### config.mk
export PLATFORM = sky130hd
export DESIGN_NAME = snitch_tcdm_bank_arbiter
export DESIGN_NICKNAME = d
export VERILOG_FILES = /design/src/rtl/snitch_tcdm_bank_arbiter.sv
export SDC_FILE = /design/constraint.sdc
export NUM_CORES = 1
export LEC_CHECK = 0
export BUFFER_PORTS_ARGS = -buffer_cell sky130_fd_sc_hd__buf_2
export CORE_AREA = 3 3 210 212
export DETAILED_ROUTE_END_ITERATION = 7
export DIE_AREA = 0 0 213 215
export GPL_ROUTABILITY_DRIVEN = 1
export MAX_ROUTING_LAYER = met4
export PLACE_DENSITY = 0.39
export SETUP_SLACK_MARGIN = 0.1
export SYNTH_ARGS = -nofsm -noshare
export SYNTH_HDL_FRONTEND = slang
export SYNTH_SLANG_ARGS = --single-unit
### constraint.sdc
create_clock -name clk_i -period 4.6 [get_ports clk_i]
set_input_delay 0.23 -clock clk_i [delete_from_list [all_inputs] [get_ports clk_i]]
set_output_delay 0.23 -clock clk_i [all_outputs]
set_load 0.1 [all_outputs]
### src/rtl/snitch_tcdm_bank_arbiter.sv
// Per-bank TCDM scheduler: round-robin grant with lock-in and a starvation guard,
// fixed-latency response routing. Packed layouts: req = {q_valid, addr, write, amo[3:0], data, strb, user},
// rsp = {q_ready, p_valid, p_data}.
module snitch_tcdm_bank_arbiter #(
  parameter int unsigned NumInp     = 4,
  parameter int unsigned RspLatency = 1,
  parameter int unsigned MaxWait    = 8,
  parameter int unsigned AddrWidth  = 32,
  parameter int unsigned DataWidth  = 32,
  parameter int unsigned UserWidth  = 1,
  localparam int unsigned StrbWidth = DataWidth / 8,
  localparam int unsigned ReqWidth  = 1 + AddrWidth + 1 + 4 + DataWidth + StrbWidth + UserWidth,
  localparam int unsigned RspWidth  = 2 + DataWidth,
  localparam int unsigned IdxWidth  = (NumInp > 1) ? $clog2(NumInp) : 1
) (
  input  logic                         clk_i,
  input  logic                         rst_ni,
  input  logic [NumInp*ReqWidth-1:0]   inp_req_i,
  output logic [NumInp*RspWidth-1:0]   inp_rsp_o,
  output logic [ReqWidth-1:0]          oup_req_o,
  input  logic [RspWidth-1:0]          oup_rsp_i,
  output logic [IdxWidth-1:0]          idx_o
);

  localparam int unsigned WaitWidth = $clog2(MaxWait + 1);
  localparam int unsigned PadWidth  = 1 << IdxWidth;
  localparam logic [WaitWidth-1:0] WaitMax = WaitWidth'(MaxWait);

  typedef struct packed {
    logic [AddrWidth-1:0] addr;
    logic                 write;
    logic [3:0]           amo;
    logic [DataWidth-1:0] data;
    logic [StrbWidth-1:0] strb;
    logic [UserWidth-1:0] user;
  } req_chan_t;

  typedef struct packed {
    logic      q_valid;
    req_chan_t q;
  } tcdm_req_t;

  typedef struct packed {
    logic                 q_ready;
    logic                 p_valid;
    logic [DataWidth-1:0] p_data;
  } tcdm_rsp_t;

  tcdm_req_t            req [NumInp];
  tcdm_rsp_t            rsp [NumInp];
  tcdm_rsp_t            bank_rsp;
  tcdm_req_t            oup_req;
  logic [NumInp-1:0]    inp_valid;
  logic [PadWidth-1:0]  valid_pad;

  logic [IdxWidth-1:0]  rr_q, rr_d, lock_idx_q, lock_idx_d, gnt_idx, cand;
  logic                 lock_q, lock_d, starve_hit, rr_hit, hs;
  logic [WaitWidth-1:0] wait_q [NumInp];
  logic [WaitWidth-1:0] wait_d [NumInp];
  logic                 rsp_vld_q [RspLatency];
  logic                 rsp_vld_d [RspLatency];
  logic [IdxWidth-1:0]  rsp_idx_q [RspLatency];
  logic [IdxWidth-1:0]  rsp_idx_d [RspLatency];
  logic                 unused_bank_pvalid;

  assign bank_rsp           = oup_rsp_i;
  assign unused_bank_pvalid = bank_rsp.p_valid;
  assign valid_pad          = PadWidth'(inp_valid);

  for (genvar gi = 0; gi < NumInp; gi++) begin : g_inp
    assign req[gi]         = inp_req_i[gi*ReqWidth +: ReqWidth];
    assign inp_valid[gi]   = req[gi].q_valid;
    assign rsp[gi].q_ready = rst_ni & bank_rsp.q_ready & (gnt_idx == IdxWidth'(gi));
    assign rsp[gi].p_valid = rsp_vld_q[RspLatency-1] & (rsp_idx_q[RspLatency-1] == IdxWidth'(gi));
    assign rsp[gi].p_data  = bank_rsp.p_data;
    assign inp_rsp_o[gi*RspWidth +: RspWidth] = rsp[gi];
  end

  // Grant priority: lock, then lowest starved input, then round-robin from rr_q.
  always_comb begin
    gnt_idx    = '0;
    cand       = '0;
    starve_hit = 1'b0;
    rr_hit     = 1'b0;
    if (lock_q) begin
      gnt_idx = lock_idx_q;
    end else begin
      for (int i = 0; i < NumInp; i++) begin
        if (!starve_hit && inp_valid[i] && wait_q[i] == WaitMax) begin
          gnt_idx    = IdxWidth'(i);
          starve_hit = 1'b1;
        end
      end
      for (int k = 0; k < NumInp; k++) begin
        cand = IdxWidth'((32'(rr_q) + 32'(k)) % NumInp);
        if (!starve_hit && !rr_hit && valid_pad[cand]) begin
          gnt_idx = cand;
          rr_hit  = 1'b1;
        end
      end
    end
  end

  always_comb begin
    oup_req = req[0];
    for (int i = 0; i < NumInp; i++) begin
      if (gnt_idx == IdxWidth'(i)) oup_req = req[i];
    end
    oup_req.q_valid = oup_req.q_valid & rst_ni;
  end

  assign oup_req_o = oup_req;
  assign idx_o     = gnt_idx;
  assign hs        = oup_req.q_valid & bank_rsp.q_ready;

  always_comb begin
    lock_d     = lock_q;
    lock_idx_d = lock_idx_q;
    rr_d       = rr_q;
    if (!lock_q) begin
      if (oup_req.q_valid && !bank_rsp.q_ready) begin
        lock_d     = 1'b1;
        lock_idx_d = gnt_idx;
      end
    end else if (hs) begin
      lock_d = 1'b0;
    end
    if (hs) rr_d = (gnt_idx == IdxWidth'(NumInp - 1)) ? '0 : IdxWidth'(gnt_idx + 1'b1);
    for (int i = 0; i < NumInp; i++) begin
      if (inp_valid[i] && !(hs && gnt_idx == IdxWidth'(i))) begin
        wait_d[i] = (wait_q[i] == WaitMax) ? WaitMax : wait_q[i] + 1'b1;
      end else begin
        wait_d[i] = '0;
      end
    end
    rsp_vld_d[0] = hs;
    rsp_idx_d[0] = gnt_idx;
    for (int s = 1; s < RspLatency; s++) begin
      rsp_vld_d[s] = rsp_vld_q[s-1];
      rsp_idx_d[s] = rsp_idx_q[s-1];
    end
  end

  always_ff @(posedge clk_i or negedge rst_ni) begin
    if (!rst_ni) begin
      rr_q       <= '0;
      lock_q     <= 1'b0;
      lock_idx_q <= '0;
      for (int i = 0; i < NumInp; i++) wait_q[i] <= '0;
      for (int s = 0; s < RspLatency; s++) begin
        rsp_vld_q[s] <= 1'b0;
        rsp_idx_q[s] <= '0;
      end
    end else begin
      rr_q       <= rr_d;
      lock_q     <= lock_d;
      lock_idx_q <= lock_idx_d;
      for (int i = 0; i < NumInp; i++) wait_q[i] <= wait_d[i];
      for (int s = 0; s < RspLatency; s++) begin
        rsp_vld_q[s] <= rsp_vld_d[s];
        rsp_idx_q[s] <= rsp_idx_d[s];
      end
    end
  end

  // A locked requester must keep its request up until the bank accepts it.
  lock_hold_a: assert property (@(posedge clk_i) disable iff (!rst_ni) lock_q |-> oup_req.q_valid);

endmodule

==> results.ini <==
[outcome]
status=finished clean

[cts]
cts_resized=0
cts_sinks=24
cts_buffer_depth=2
clkTransAtPathRegs_ps=60
cts_buffers=3
insertion_delay_ps=260
post_cts_buffers=0
clk_root_buffer_cell=clkbuf_16
postCtsHoldBufs=0
htree_levels=1
cts_tree=done

[timing]
rsz0062_at_grt=no
finalMaxSlewViolations=0
clock-skew-final_ps=4.87
fmax_mhz=233
finalHoldViolCount=0
maxSlewHeadroom_pct=54.1
min_period_over_period_pct=93.3
finalSetupViolCount=0
tightest_slew_ps=689
min_period_ps=4290

[synthesis]
synth-xor-area-share_pct=0.707
synth-simple-area-share_pct=22.4
syn-num-nets=1094
synth-seq-area-share_pct=12.1
synth_top_family_by_area=buffers and inverters
yosys_warnings=0
ys.flop_type=dfrtp_1
ys_ff_latch=24
synth_largest_area_cell=buf_4
synth_commonest_cells=buf_4 (128), nor2_1 (94), nand2_1 (91), a21oi_1 (83), o21ai_0 (79)
synth_top_area_share_pct=19.4
synth_compound_area_share_pct=20.2
synthArstFlopShare_pct=100
yosysMostFrequentCell=buf_4
netlist_area_um2=4960
synthAdderAreaFrac_pct=3.03
ys_types=51
syn_avg_cell_area_um2=6.65
synth_enable_flop_cells=0
yosys-top-cells-area=buf_4 (19%), mux2i_1 (16%), dfrtp_1 (12%)
synthesis.instances=746
synthMuxAreaShare_pct=16.9

[drt]
first_iter_violations=187
drc=0
routedWlPerCell_um=17.2
viasPerCell=3.84
ant_nets=0
dr_total_vias=5832
dr.pass1.iters=4
wirelength_um=26100

[setup_path]
slowest_stage=mux4_2
cpPeakStageDelay_ps=560
regToRegStartpoint=rr_q[0]
endpoint_kind=output port
cp-start-kind=flop
path_cells=mux4_2 -> or3_1 -> or4_4 -> o211ai_2 -> o21a_1 -> ha_4 -> buf_4 -> mux2i_1 -> nor2_1 -> a21oi_1 -> o21ai_2 -> buf_2
arrival_ps=4060
startpoint=rr_q[0]
crit_buf_inv=2
required_ps=4370
crit_type=flop to output port
critPathMaxFanout=15
cpLargestDelayFamily=simple AND/OR/NAND/NOR gates

[final_layout]
n_fill_cell=4789
instances_no_fill=1517
drive_gt1_share_pct=51.6
multiInputGateArea_um2=3480
final_nets=1327
area_growth_pct=58.6
finalInstanceArea_um2=7860
seqCellArea_um2=601

[die]
die_x_um=213
pin_count=549
design.core.area_um2=42100
die_h_um=215
initial_core_util_pct=11.8
die-area_um2=45800
rows=75

[place]
port-buffer-count=387
dpl-instance-area_um2=7780
routabilityCongestion=0.825
dp.cells=1513
hpwl_um=22900

[flow_run]
cap_violations=0

[hold_path]
hold_class=primary input to async pin

[global_route]
grt_pass1_wl_um=37100
grt_util_all_layers_pct=11.0
grt_max_degree=78
antenna_found_initial=3
grt_pass1_vias=5820
grt-ovfl-total=0

## final timing paths
check | to | slack [ps] | cells after the start
setup / recovery | oup_req_o[28] | 310 | 12
hold / removal | wait_q[10] | 10 | 1
setup reg to reg | lock_idx_q[0] | 600 | 11
hold reg to reg | wait_q[8] | 490 | 1
max in group asynchronous | wait_q[14] | 4150 | 1
min in group clk_i | wait_q[1] | 330 | 2
## worst reg2reg max path, cell delays in order (launching register included)
cell       delay, ps
dfrtp_1          380
mux4_2           560
or3_1            390
or4_4            490
o211ai_2         130
o21a_1           210
ha_4             310
buf_12           240
mux2i_1          190
a2111oi_4        520
nand2_1          170
mux2_2           300
## cells by family after synthesis
kind of cell             count (synthesis)
multiplexers                            82
adder cells (fa/ha/maj)                 12
AND/OR/NAND/NOR                        244
XOR/XNOR                                 4
flip-flops                              24
buffers and inverters                  195
AO/OA/AOI/OAI                          185
## state kept, by name, indices dropped and copies added (netlist names), named ones only
signal,flops
rr_q,2
rsp_vld_q,1
lock_idx_q,2
wait_q,16
rsp_idx_q,2
## area by class of cell
type | count | share of cell area [%]
multi-input combinational | 527 | 44.2
inverter | 13 | 0.621
sequential | 24 | 7.64
timing repair buffer | 410 | 37.9
antenna | 1 | 0.0318
clock buffer | 3 | 0.955
tap | 539 | 8.58
## metrics by stage
step                hold WS [ps]  utilization (%)  setup WS [ps]  TNS (ps)
floorplan                  -65.6                -          -26.8     -26.8
global placement             328             18.5            526         0
detailed placement           323             18.5            522         0
CTS                         41.2             18.7            262         0
global route                63.5             18.7            103         0
finish                      10.9             18.7            310         0
## metal layers
layer	wire length [um]	part of all wire (%)	global-route usage [%]	up-vias
li1	-	-	-	2908
met1	9950	38	12.3	2581
met2	13100	50	18.9	324
met3	2600	10	4.07	19
met4	467	1.8	2.17	0
met5	0	0	-	-
## placed cells by master, fill, tap and decap left out, types with 5 or more instances in the layout
cell      netlist  layout
nand2b_1        5       5
nand3_1         7       7
nand3b_1        8       8
buf_4         128      18
and3_1          8       8
buf_2           4     333
nor2_1         94      94
nor3_1          5       5
inv_1          13      13
nand2_1        91      91
ha_1           12       9
a21oi_1        83      83
dfrtp_1        24      24
buf_12          0      59
o21ai_2         0      74
o211ai_1        5       5
mux2i_1        78      78
Power is not shown: default switching activity piles up to over one toggle a cycle in this logic, so the estimate is an artifact.
